**src/rtl/vedic_pkg.sv**
```systemverilog
// Shared widths, step schedule and FSM state type for the sequential 6x6 Vedic multiplier.
package vedic_pkg;

   localparam int HALF_W  = 3;
   localparam int FULL_W  = 6;
   localparam int PROD_W  = 12;
   localparam int N_STEPS = 4;

   localparam logic [2:0] SHIFT_0 = 3'd0;
   localparam logic [2:0] SHIFT_1 = 3'd3;
   localparam logic [2:0] SHIFT_2 = 3'd3;
   localparam logic [2:0] SHIFT_3 = 3'd6;

   typedef enum logic [1:0] {
      IDLE = 2'd0,
      MUL  = 2'd1,
      DONE = 2'd2
   } state_t;

   // Step k pairs a-half step[1] with b-half step[0]; weight is the sum of half offsets.
   function automatic logic [2:0] step_shift(input logic [1:0] step);
      case (step)
         2'd0:    return SHIFT_0;
         2'd1:    return SHIFT_1;
         2'd2:    return SHIFT_2;
         default: return SHIFT_3;
      endcase
   endfunction

endpackage

```
**src/rtl/vedic_mult3x3.sv**
```systemverilog
// Combinational 3x3 Urdhva-Tiryagbhyam (vertical and crosswise) multiplier core.
module vedic_mult3x3
   import vedic_pkg::*;
(
   input  logic [HALF_W-1:0]   x,
   input  logic [HALF_W-1:0]   y,
   output logic [2*HALF_W-1:0] z
);

   logic       c0, c4;
   logic [1:0] c1, c2, c3;

   // Column sums of the crosswise bit products, weights 2^0 .. 2^4.
   assign c0 = x[0] & y[0];
   assign c1 = 2'(x[1] & y[0]) + 2'(x[0] & y[1]);
   assign c2 = 2'(x[2] & y[0]) + 2'(x[1] & y[1]) + 2'(x[0] & y[2]);
   assign c3 = 2'(x[2] & y[1]) + 2'(x[1] & y[2]);
   assign c4 = x[2] & y[2];

   assign z = 6'(c0)
            + (6'(c1) << 1)
            + (6'(c2) << 2)
            + (6'(c3) << 3)
            + (6'(c4) << 4);

endmodule

```
**src/rtl/vedic_mult6_seq.sv**
```systemverilog
// 6x6 unsigned multiplier: one 3x3 Vedic core time-shared over four steps, valid/ready on both sides.
module vedic_mult6_seq
   import vedic_pkg::*;
#(
   parameter bit ZERO_SKIP = 1'b1
) (
   input  logic              clk,
   input  logic              rst,
   input  logic              in_valid,
   output logic              in_ready,
   input  logic [FULL_W-1:0] a,
   input  logic [FULL_W-1:0] b,
   output logic              out_valid,
   input  logic              out_ready,
   output logic [PROD_W-1:0] p,
   output logic              busy
);

   state_t              state_q, state_d;
   logic [1:0]          step_q;
   logic [FULL_W-1:0]   a_q, b_q;
   logic [PROD_W-1:0]   acc_q;

   logic [HALF_W-1:0]   a_sel, b_sel;
   logic [2*HALF_W-1:0] pp;
   logic [PROD_W-1:0]   pp_shifted;
   logic                zero_op;

   assign a_sel      = step_q[1] ? a_q[FULL_W-1:HALF_W] : a_q[HALF_W-1:0];
   assign b_sel      = step_q[0] ? b_q[FULL_W-1:HALF_W] : b_q[HALF_W-1:0];
   assign pp_shifted = PROD_W'(pp) << step_shift(step_q);
   assign zero_op    = ZERO_SKIP && ((a_q == '0) || (b_q == '0));

   vedic_mult3x3 u_core (
      .x (a_sel),
      .y (b_sel),
      .z (pp)
   );

   // NOTE: every variable gets its default before the case; a missing branch would infer a latch.
   always_comb begin
      state_d = state_q;
      case (state_q)
         IDLE: if (in_valid) state_d = MUL;
         MUL:  if (zero_op || (step_q == 2'(N_STEPS - 1))) state_d = DONE;
         DONE: if (out_ready) state_d = IDLE;
         default: state_d = IDLE;
      endcase
   end

   // NOTE: all sequential state uses non-blocking assignment so every register sees pre-edge values.
   always_ff @(posedge clk) begin
      if (rst) begin
         state_q <= IDLE;
         step_q  <= '0;
         a_q     <= '0;
         b_q     <= '0;
         acc_q   <= '0;
      end else begin
         state_q <= state_d;
         case (state_q)
            IDLE: begin
               if (in_valid) begin
                  a_q    <= a;
                  b_q    <= b;
                  acc_q  <= '0;
                  step_q <= '0;
               end
            end
            MUL: begin
               // A zero operand leaves the cleared accumulator as the final product.
               if (!zero_op) begin
                  acc_q  <= acc_q + pp_shifted;
                  step_q <= step_q + 2'd1;
               end
            end
            default: ;
         endcase
      end
   end

   assign in_ready  = (state_q == IDLE);
   assign busy      = (state_q != IDLE);
   assign out_valid = (state_q == DONE);
   assign p         = acc_q;

endmodule

```
**config.mk**
```make
export PLATFORM = sky130hd
export DESIGN_NAME = vedic_mult6_seq
export DESIGN_NICKNAME = d
export VERILOG_FILES = /design/src/rtl/vedic_pkg.sv /design/src/rtl/vedic_mult3x3.sv /design/src/rtl/vedic_mult6_seq.sv
export SDC_FILE = /design/constraint.sdc
export NUM_CORES = 1
export LEC_CHECK = 0
export BUFFER_PORTS_ARGS = -buffer_cell sky130_fd_sc_hd__clkbuf_2
export CAP_MARGIN = 20
export CORE_AREA = 2 2 64 66
export DETAILED_ROUTE_END_ITERATION = 7
export DIE_AREA = 0 0 66 68
export PLACE_DENSITY = 0.77
export REMOVE_ABC_BUFFERS = 1
export SETUP_SLACK_MARGIN = 0.15
export SLEW_MARGIN = 10
export SYNTH_ARGS = -nofsm -noshare
export SYNTH_HDL_FRONTEND = slang
export SYNTH_SLANG_ARGS = --single-unit
```
**constraint.sdc**
```tcl
create_clock -name clk -period 5.25 [get_ports clk]
set_clock_uncertainty 0.15 [all_clocks]
set_input_delay 1.05 -clock clk [delete_from_list [all_inputs] [get_ports clk]]
set_output_delay 1.05 -clock clk [all_outputs]
set_load 0.005 [all_outputs]
```
[After elaboration in Yosys (flattened, before gate mapping)]
Cells that the tools add are included.
Operators by class
  add/subtract/negate cells: 10
  equal/unequal tests: 9
  shifts and indexed selects: 1
  muxes and demuxes: 13
  bitwise operators: 9
  reduce and logical (&&, ||, !) cells: 12
Operator list (count)
  $mux 12: 2
  $pmux 12 s2: 1
  $add 12x12->12: 1
  $add 6x5->6: 2
  $logic_not 6->1: 2
  $shl 6x3->12: 1
  $mux 2: 5
  $and 1x1->1: 9
  $add 2x2->2: 4
  $add 6x4->6: 1
  $eq 2x2->1 const B: 3
  $mux 3: 2
  $ne 2x2->1 const B: 3
  $pmux 2 s3: 1
  $pmux 3 s2: 1
  $reduce_and 3->1: 2
  $add 1x3->4: 1
  $eq 2x1->1 const B: 2
  $logic_not 2->1: 2
  $pmux 2 s2: 1
  $reduce_bool 2->1: 2
  $add 2x1->2 const B: 1
  $logic_or 1x1->1: 2
  $ne 2x1->1 const B: 1
  2 further kinds: 2
Word-level totals
  register bits after elaboration: 28
  input port bits: 16
  output and inout port bits: 15
  word-level logic and storage cells: 59

[Depth between registers and ports, before layout]
Gate-level depths: netlist (run 1).
  word-level depth: 11
  mapped depth: 17
  mapped depth without buffers: 16

[Hierarchy]
A second synthesis (run 1) with hierarchy kept.
Unflattened totals
  cells, all modules: 266
  area, all modules: 2195.9 um^2
Modules (own cells, without submodules)
  vedic_mult6_seq: times used 1, cells an instance 245, area each 2008.2 um^2, seq. area each 560.5 um^2
  vedic_mult3x3: times used 1, cells an instance 21, area each 187.7 um^2, seq. area each 0.0 um^2

[Least setup slack after synthesis (run 1)]
Ideal clock, no wire load.
  kind: reg2reg
  from: register step_q[0]
  to: register acc_q[10], in the netlist p[10]
  setup time: 117 ps
  arrival: 3998 ps
  slack: 984 ps
  stages on the path, launching flop included: 16
  buffers on the path: 1
  path through: dfxtp_1 > buf_2 > mux2i_1 > nor2_1 > fa_1 > ha_1 > fa_1 > mux2_2 > nor2_1 > a21oi_1 > mux2_2 > ha_1 > and4_1 > and3_1 > or3_1 > a32o_1
Between the ends
  cells in the longest elaborated chain, start to end: 11
Ends and longest elaborated chain
  start, declared: RTL line vedic_mult6_seq.sv:20  | logic [1:0] step_q;
  start signal, assigned: RTL line vedic_mult6_seq.sv:74  | step_q <= step_q + 2'd1;
  $mux 3: RTL line vedic_mult6_seq.sv:30  | assign b_sel = step_q[0] ? b_q[FULL_W-1:HALF_W] : b_q[HALF_W-1:0];
  $and 1x1->1, on equally long branches: RTL line vedic_mult3x3.sv:15, vedic_mult3x3.sv:16
  $add 2x2->2, on equally long branches: RTL line vedic_mult3x3.sv:15, vedic_mult3x3.sv:16
  $add 1x3->4 or $add 2x2->2 (tied branches): RTL line vedic_mult3x3.sv:21, vedic_mult3x3.sv:16
  $add 6x4->6: RTL line vedic_mult3x3.sv:22  | + (6'(c2) << 2)
  $add 6x5->6: RTL line vedic_mult3x3.sv:23  | + (6'(c3) << 3)
  $add 6x5->6: RTL line vedic_mult3x3.sv:24  | + (6'(c4) << 4);
  $shl 6x3->12 (*): RTL line vedic_mult6_seq.sv:31  | assign pp_shifted = PROD_W'(pp) << step_shift(step_q);
  $add 12x12->12 (*): RTL line vedic_mult6_seq.sv:73  | acc_q <= acc_q + pp_shifted;
  $mux 12 (*): RTL line vedic_mult6_seq.sv:72  | if (!zero_op) begin
  $pmux 12 s2 (*): RTL line vedic_mult6_seq.sv:61  | case (state_q)
  end signal, assigned: RTL line vedic_mult6_seq.sv:73
  end, declared: RTL line vedic_mult6_seq.sv:22  | logic [PROD_W-1:0] acc_q;
Every way passes the cells marked *; elsewhere a longest branch is shown, timed or not. The select of a mux whose other input is x is not followed.
A chain may end at the register's enable or synchronous reset.

[Worst setup path in the final report (run 1)]
Ends and elaborated chain as after synthesis.

==> results.json, run 1 <==
{
  "outcome": "finished clean",
  "critPathCaptureType": "register",
  "die_h_um": 68,
  "die_area_sq_um": 4488,
  "drcViolationCount": 0,
  "grt_setup_unrepaired": "false",
  "clk_latency_ns": 0.29,
  "worst-path-max-fanout": 7,
  "vdd_drop_max_mv": 0.2172,
  "required_ns": 5.29,
  "tightest_slew_ns": 0.6574,
  "worst_slack_ns": 0.6217,
  "reg2reg_to": "p[10]$_SDFFE_PP0P_",
  "antennaDiodeCount": 0,
  "hold_path_startpoint": "a_q[0]$_SDFFE_PP0P_",
  "layout_worst_path_cycle_share_pct": 88.16,
  "hold_end": "a_q[0]$_SDFFE_PP0P_",
  "grt_max_degree": 25,
  "grt_antenna_before_repair": 0,
  "drive_gt1_share_pct": 15.70,
  "avgSynthCellArea_sq_um": 7.665,
  "place_ws_ns": 0.6690,
  "p_leak_nw": 1.005,
  "fin_nets": 331,
  "hold_class": "register to register",
  "fp.coreArea_sq_um": 3856,
  "cap_violations": 0,
  "yosys-top-cells-count": "42 x nand2_1, 37 x a21oi_1, 28 x dfxtp_1",
  "rr_worst_depth": 16,
  "ys.flop_type": "dfxtp_1",
  "cts_setup_buffers": 0,
  "synth_edf_count": 0,
  "synth-seq-area-share_pct": 27.18,
  "n_fill_cell": 368,
  "syn_area_sq_um": 2062,
  "track_usage_pct": 22.40,
  "grt_pass1_vias": 1714,
  "setup_violations": 0,
  "port_buffers": 30,
  "totalPowerFinal_w": 0.0005083,
  "grt_pass1_wl_um": 7845,
  "drt-initial-drc-count": 90,
  "cts_resized": 0,
  "max_freq_mhz": 216.1,
  "clkTransAtPathRegs_ns": 0.11,
  "ant_nets": 0,
  "slew_viol_final": 0,
  "via_count": 1987,
  "yosysMostFrequentCell": "nand2_1",
  "wire_per_inst_um": 13.84,
  "cts_buffer_depth": 2,
  "vias_per_cell": 5.793,
  "synth.top_cells.by_area": "dfxtp_1 27%, ha_1 11%, a21oi_1 9.0%, nand2_1 7.6%, nor2_1 4.4%",
  "gp_routability_congestion": 0.8876,
  "dr.pass1.iters": 4,
  "post-route-util_pct": 59.77,
  "worst-setup-path-type": "register to register",
  "netlist.area_leader.share_pct": 27.18,
  "cts_buffers": 3,
  "cts_hold_buf": 0,
  "ys_ff_latch": 28,
  "holdPathStages": 2,
  "rrSetupSlack_ns": 0.62,
  "worstPathArrival_ns": 4.67,
  "cp-start-kind": "register",
  "dpl.hpwl_um": 3711,
  "start_util_pct": 53.47,
  "clock_sinks": 28,
  "finalHoldViolations": 0,
  "async_flop_share_pct": 0,
  "ioPinCount": 31,
  "yosysTopAreaCell": "dfxtp_1",
  "post-route-min-period_ns": 4.628,
  "cts_tree": "built",
  "area_growth_pct": 11.77,
  "overflow": 0,
  "power.density_nw_per_um2": 220.5,
  "yosysWarnings": 0,
  "synthCells": 269,
  "synth.distinct_cells": 46,
  "totalWireLength_um": 4748,
  "fp.dieW_um": 66,
  "cts-htree-levels": 1,
  "core.rowCount": 23,
  "cts_root_buf": "clkbuf_8",
  "slew_headroom_pct": 55.83,
  "r2r-start": "step_q[0]$_SDFFE_PP0P_",
  "worst_hold_slack_ns": 0.3343,
  "tns_ns": 0
}
[cell usage in the layout (no fill, tap or decap), drive strengths merged, types with 2 or more instances in the layout]
| cell | n |
|---|---|
| xor2 | 2 |
| mux2i | 7 |
| nand3 | 15 |
| or3 | 7 |
| xnor2 | 4 |
| clkbuf | 33 |
| and3 | 2 |
| a32o | 3 |
| o21ai | 9 |
| ha | 18 |
| a21oi | 37 |
| o21a | 2 |
| a21o | 7 |
| nor2 | 24 |
| and2 | 6 |
| o41ai | 2 |
| inv | 11 |
| a22o | 2 |
| dfxtp | 28 |
| nand2 | 42 |
| mux2 | 2 |
| fa | 3 |
| nor3 | 7 |
| nor4 | 3 |
| o22ai | 3 |
[worst max-delay path by stage]
stage | end | from | cells past startpoint
2_1_floorplan | p[10]$_SDFFE_PP0P_ | step_q[0]$_SDFFE_PP0P_ | 14
3_3_place_gp | p[10]$_SDFFE_PP0P_ | step_q[0]$_SDFFE_PP0P_ | 15
3_5_place_dp | p[10]$_SDFFE_PP0P_ | step_q[0]$_SDFFE_PP0P_ | 16
4_1_cts | p[10]$_SDFFE_PP0P_ | step_q[0]$_SDFFE_PP0P_ | 16
5_1_grt | p[10]$_SDFFE_PP0P_ | step_q[0]$_SDFFE_PP0P_ | 16
6_report | p[10]$_SDFFE_PP0P_ | step_q[0]$_SDFFE_PP0P_ | 16
[routing by layer]
| metal | vias up | routed length, um | GRT usage, % |
|---|---|---|---|
| met1 | 919 | 2331 | 31.88 |
| met4 | 0 | 53 | 6.122 |
| li1 | 1020 | - | - |
| met5 | - | 0 | 0 |
| met3 | 4 | 184 | 2.961 |
| met2 | 44 | 2178 | 35.86 |
[power breakdown]
group	internal, W	leakage, nW	total [W]	switching (W)
clock	0.000102	0.0357	0.000176	0.0000732
combinational	0.0000362	0.741	0.000101	0.0000647
sequential	0.000222	0.228	0.000232	0.0000101
total	0.000360	1.00	0.000508	0.000148
[metrics by stage]
stage          instance area, sq um  instances
2_1_floorplan                  2021        259
3_3_place_gp                   2233        339
3_5_place_dp                   2233        339
4_1_cts                        2305        343
5_1_grt                        2305        343
6_report                       2305        343
[cell families (layout without fill, tap and decap cells)]
logic type / after synthesis / after routing / synth area share [%]
simple gates: 110 / 110 / 24.58
mux: 9 / 9 / 4.490
flops: 28 / 28 / 27.18
xor+xnor: 6 / 6 / 2.549
compound gates: 74 / 74 / 23.36
fa+ha+maj: 21 / 21 / 13.84
buf+inv: 21 / 45 / 4.005
[cell type report]
type | count | area (sq um) | share of cell area, %
Timing Repair Buffer | 30 | 150.1 | 6.515
Tap cell | 50 | 62.56 | 2.714
Multi-Input combinational cell | 220 | 1419 | 61.56
Sequential cell | 28 | 560.5 | 24.32
Clock inverter | 1 | 30.03 | 1.303
Inverter | 11 | 41.29 | 1.792
Clock buffer | 3 | 41.29 | 1.792
[flip-flops by register name, summed over array words and instances, names as in the netlist]
name	cells
state_q	2
b_q	6
p	12
step_q	2
a_q	6
[worst max-delay path, cell delays in order (launching register included)]
cell and delay (ns):
dfxtp_1 0.49, mux2i_1 0.39, nor2_1 0.13, fa_1 0.50, ha_1 0.23, fa_1 0.38, xnor2_1 0.28, a21o_1 0.18
o21ai_0 0.10, nand2_1 0.09, o21ai_0 0.09, ha_1 0.36, a21oi_1 0.20, o21ai_1 0.15, and3_1 0.22, or3_1 0.35
a32o_1 0.25
(Power assumes the default switching activity.)
==> run 2, diff against run 1 <==
- PLACE_DENSITY: 0.77 -> 0.87
==> run 2 against run 1 <==
  * Register-to-register slack better by 0.02 ns
  * Wire length grew 2.7%
  * Worst setup slack better by 0.018 ns
  * Sequential power about the same
  * Global-route usage down 0.65 points
  * Combinational power hardly changed
  * Die area stayed put
  * Critical path type unchanged
==> results.json, run 2 (same netlist as run 1, synthesis figures left out) <==
{
  "layout_commonest_cell": "nand2_1",
  "track_usage_pct": 21.76,
  "totalWireLength_um": 4876,
  "drt-initial-drc-count": 75,
  "vdd_drop_max_mv": 0.1737,
  "gp_routability_congestion": 0.9053,
  "dr.pass1.iters": 4,
  "dpl.hpwl_um": 3736,
  "grt_setup_unrepaired": "false",
  "clk_latency_ns": 0.28,
  "slew_viol_final": 0,
  "cts_resized": 0,
  "overflow": 0,
  "antennaDiodeCount": 0,
  "grt_pass1_wl_um": 7679,
  "worstPathArrival_ns": 4.64,
  "dpl_cell_area_sq_um": 2233,
  "start_util_pct": 53.47,
  "fp.dieW_um": 66,
  "die_h_um": 68,
  "slew_headroom_pct": 50.90,
  "cts_hold_buf": 0,
  "hold_class": "register to register",
  "via_count": 2000,
  "grt_max_degree": 25,
  "worst-path-max-fanout": 7,
  "p_sw_w": 0.0001464,
  "vias_per_cell": 5.831,
  "finalHoldViolations": 0,
  "clkTransAtPathRegs_ns": 0.10,
  "cts_buffer_depth": 2,
  "grt_pass1_vias": 1736,
  "port_buffers": 30,
  "area_growth_pct": 11.77,
  "cp-start-kind": "register",
  "setup_violations": 0,
  "fin_area_sq_um": 2305,
  "rrSetupSlack_ns": 0.64,
  "pwr-share-comb_pct": 20.0,
  "outcome": "finished clean",
  "post-route-min-period_ns": 4.611,
  "worst_hold_slack_ns": 0.3270,
  "tns_ns": 0,
  "p_clk_share_pct": 34.3,
  "drive_gt1_share_pct": 15.70,
  "rr_worst_depth": 16,
  "timing.critical_path.to": "p[10]$_SDFFE_PP0P_",
  "cp-startpoint": "step_q[0]$_SDFFE_PP0P_",
  "grt_antenna_before_repair": 0,
  "switching_share_pct": 28.91,
  "tightest_slew_ns": 0.7308,
  "reg2reg_to": "p[10]$_SDFFE_PP0P_",
  "max_freq_mhz": 216.9,
  "p_leak_nw": 1.005,
  "clock_sinks": 28,
  "power.density_nw_per_um2": 219.8,
  "ioPinCount": 31,
  "core.rowCount": 23,
  "layout_worst_path_cycle_share_pct": 87.82,
  "required_ns": 5.28,
  "seqPwrFrac_pct": 45.7,
  "die_area_sq_um": 4488,
  "power.internal_w": 0.0003601,
  "r2r-start": "step_q[0]$_SDFFE_PP0P_",
  "cts_tree": "built",
  "ant_nets": 0,
  "fp.coreArea_sq_um": 3856,
  "cts_root_buf": "clkbuf_8",
  "cts-htree-levels": 1,
  "fin_nets": 331,
  "largest_register_ffs": 12,
  "drcViolationCount": 0,
  "wire_per_inst_um": 14.22,
  "cts_buffers": 3,
  "layout_common_cells": "42 x nand2_1, 37 x a21oi_1, 30 x clkbuf_2, 28 x dfxtp_1, 24 x nor2_1",
  "critPathCaptureType": "register",
  "cap_violations": 0,
  "worst-setup-path-type": "register to register",
  "cts_setup_buffers": 0
}
[run 2: layout make-up]
cell class | instances | area [sq um]
clock buffer | 3 | 41.29
clock inverter | 1 | 30.03
fill | 358 | 1551
inverter | 11 | 41.29
multi-input combinational | 220 | 1419
sequential | 28 | 560.5
tap | 50 | 62.56
timing repair buffer | 30 | 150.1
[run 2: power groups by stage]
stage	Sequential [W]	Clock, W	Combinational (W)
final	0.000231	0.000174	0.000102
after global routing	0.000233	0.000183	0.000112
after CTS	0.000231	0.000177	0.000101
after detailed placement	0.000236	0	0.000100
after global placement	0.000236	0	0.0000967
after floorplan	0.000234	0	0.0000706
[run 2: per-layer routing]
| metal | global-route usage (%) | vias to the layer above | part of all wire, % |
|---|---|---|---|
| met5 | 0 | - | 0 |
| met4 | 6.378 | 0 | 1.3 |
| met3 | 2.632 | 7 | 4.6 |
| met2 | 36.99 | 57 | 49 |
| met1 | 29.18 | 921 | 45 |
| li1 | - | 1015 | - |
[run 2: per-stage QoR]
step / setup WS [ns] / util (%) / cells / power [W]
2_1_floorplan: 0.9982 / - / 259 / 0.0003047
3_3_place_gp: 0.8323 / 57.92 / 339 / 0.0003327
3_5_place_dp: 0.6846 / 57.92 / 339 / 0.0003364
4_1_cts: 0.6835 / 59.77 / 343 / 0.0005092
5_1_grt: 0.4108 / 59.77 / 343 / 0.0005284
6_report: 0.6394 / 59.77 / 343 / 0.0005065
[run 2: critical path, stage by stage (launching register included)]
cell     delay, ns
dfxtp_1       0.49
mux2i_1       0.40
nor2_1        0.12
fa_1          0.49
ha_1          0.24
fa_1          0.40
xnor2_1       0.29
a21o_1        0.18
o21ai_0       0.10
nand2_1       0.09
o21ai_0       0.10
ha_1          0.36
a21oi_1       0.18
o21ai_1       0.13
and3_1        0.21
or3_1         0.34
a32o_1        0.24
[run 2: how the worst min path moves through the flow]
stage	endpoint	startpoint	slack [ns]	cells past startpoint
finish	a_q[0]$_SDFFE_PP0P_	a_q[0]$_SDFFE_PP0P_	0.33	2
floorplan	a_q[0]$_SDFFE_PP0P_	a_q[0]$_SDFFE_PP0P_	0.29	2
global route	a_q[0]$_SDFFE_PP0P_	a_q[0]$_SDFFE_PP0P_	0.35	2
global placement	a_q[0]$_SDFFE_PP0P_	a_q[0]$_SDFFE_PP0P_	0.31	2
CTS	a_q[0]$_SDFFE_PP0P_	a_q[0]$_SDFFE_PP0P_	0.33	2
detailed placement	a_q[0]$_SDFFE_PP0P_	a_q[0]$_SDFFE_PP0P_	0.31	2
==> run 3, diff against run 2 <==
- CORE_AREA: 2 2 64 66 -> 2 2 63 65
- CTS_BUF_LIST: unset -> sky130_fd_sc_hd__clkbuf_8
- DIE_AREA: 0 0 66 68 -> 0 0 65 67
- PLACE_DENSITY: 0.87 -> 0.89
==> run 3 against run 2 <==
  * Fmax shrank 1.4%
  * Clock power is essentially flat
  * Cell area shrank 0.11%
  * Combinational power is essentially flat
  * Core utilization grew 4.1 points
  * Sequential power is essentially flat
  * Cell count shrank 0.58%
  * Critical path type unchanged
==> results.json, run 3 (same netlist as run 1, synthesis figures left out) <==
{
  "dpl.hpwl_um": 3594,
  "cp-start-kind": "register",
  "layout_common_cells": "42 x nand2_1, 37 x a21oi_1, 30 x clkbuf_2, 28 x dfxtp_1, 24 x nor2_1",
  "slowest_stage": "dfxtp_1",
  "gp_routability_congestion": 0.8914,
  "start_util_pct": 57.18,
  "vdd_drop_max_mv": 0.1516,
  "cts-htree-levels": 1,
  "power.density_nw_per_um2": 219.7,
  "vias_per_cell": 5.941,
  "dr.pass1.iters": 4,
  "cts_buffers": 3,
  "clk_latency_ns": 0.28,
  "finalHoldViolations": 0,
  "grt_max_degree": 25,
  "cts_tree": "built",
  "via_count": 2026,
  "clock_sinks": 28,
  "critPathCaptureType": "register",
  "die_area_sq_um": 4355,
  "grt_pass1_wl_um": 7921,
  "crit_chain": "mux2i_1 > nor2_1 > fa_1 > ha_1 > fa_1 > mux2_2 > nor2_1 > a21oi_1 > mux2_2 > ha_1 > a21oi_1 > o21ai_1 > a21o_1 > or3_1 > a32o_1",
  "drive_gt1_share_pct": 15.70,
  "layout_commonest_cell": "nand2_1",
  "slew_viol_final": 0,
  "die_h_um": 67,
  "post-route-min-period_ns": 4.677,
  "crit_buf_inv": 0,
  "tightest_slew_ns": 0.7129,
  "cts_setup_buffers": 0,
  "fin_nets": 331,
  "largest_register_ffs": 12,
  "max_freq_mhz": 213.8,
  "crit_family": "adder cells",
  "cts_hold_buf": 0,
  "ioPinCount": 31,
  "drcViolationCount": 0,
  "tns_ns": 0,
  "overflow": 0,
  "slew_headroom_pct": 52.11,
  "cts_resized": 0,
  "hold_class": "register to register",
  "ant_nets": 0,
  "cts_buffer_depth": 2,
  "cts_root_buf": "clkbuf_8",
  "layout_worst_path_cycle_share_pct": 89.08,
  "antennaDiodeCount": 0,
  "grt_antenna_before_repair": 0,
  "setup_violations": 0,
  "totalPowerFinal_w": 0.0005057,
  "grt_pass1_vias": 1801,
  "outcome": "finished clean",
  "fp.coreArea_sq_um": 3606,
  "clkTransAtPathRegs_ns": 0.10,
  "fp.dieW_um": 65,
  "track_usage_pct": 23.32,
  "port_buffers": 30,
  "worstPathArrival_ns": 4.70,
  "drt-initial-drc-count": 92,
  "cap_violations": 0,
  "p_leak_nw": 1.005,
  "totalWireLength_um": 4763,
  "wire_per_inst_um": 13.97,
  "grt_setup_unrepaired": "false",
  "worst-path-max-fanout": 7,
  "worst-setup-path-type": "register to register",
  "core.rowCount": 22,
  "area_growth_pct": 11.65,
  "slowest_delay_ns": 0.51,
  "required_ns": 5.28
}
-- run 3: cell counts in the layout (fill, tap and decap cells not counted) --
Identical to the previous run, type by type.
-- run 3: layout make-up --
cell class              instances  area [sq um]
repair buffers                 30         150.1
inverters                      11         41.29
flip-flops and latches         28         560.5
clock inverters                 1         30.03
fillers                       304          1304
multi-input cells             220          1419
well taps                      48         60.06
clock buffers                   3         41.29
-- run 3: final timing paths --
check        cells after the start  slack, ns                   start                 end
min                              2       0.33       p[3]$_SDFFE_PP0P_   p[3]$_SDFFE_PP0P_
max reg2reg                     15       0.57  step_q[0]$_SDFFE_PP0P_  p[10]$_SDFFE_PP0P_
max                             15       0.57  step_q[0]$_SDFFE_PP0P_  p[10]$_SDFFE_PP0P_
min reg2reg                      2       0.33       p[3]$_SDFFE_PP0P_   p[3]$_SDFFE_PP0P_
-- run 3: stage by stage --
stage	utilization (%)	std cells	instance area [sq um]	hold WS, ns	worst slack [ns]
floorplan	-	259	2021	0.2926	0.9982
global placement	61.87	337	2231	0.3077	0.8290
detailed placement	61.87	337	2231	0.3214	0.6467
CTS	63.84	341	2302	0.3354	0.6113
global route	63.84	341	2302	0.3662	0.2580
finish	63.84	341	2302	0.3349	0.5733
-- run 3: report_power, final --
part           switching [W]  internal (W)  total (W)
Sequential         0.0000103      0.000222   0.000232
Clock              0.0000704      0.000102   0.000173
Combinational      0.0000650     0.0000362   0.000101
Total               0.000146      0.000360   0.000506
-- run 3: worst min-delay path, cell delays in order (launching register included) --
cell and delay (ns):
dfxtp_1 0.34, nand2_1 0.06, a21oi_1 0.05
-- run 3: routing by layer --
metal,global-route usage (%),vias up,share of wire (%)
met2,38.66,73,47
met3,2.703,9,5.3
met4,9.309,0,1.6
met1,30.82,927,46
met5,0,-,0
li1,-,1017,-
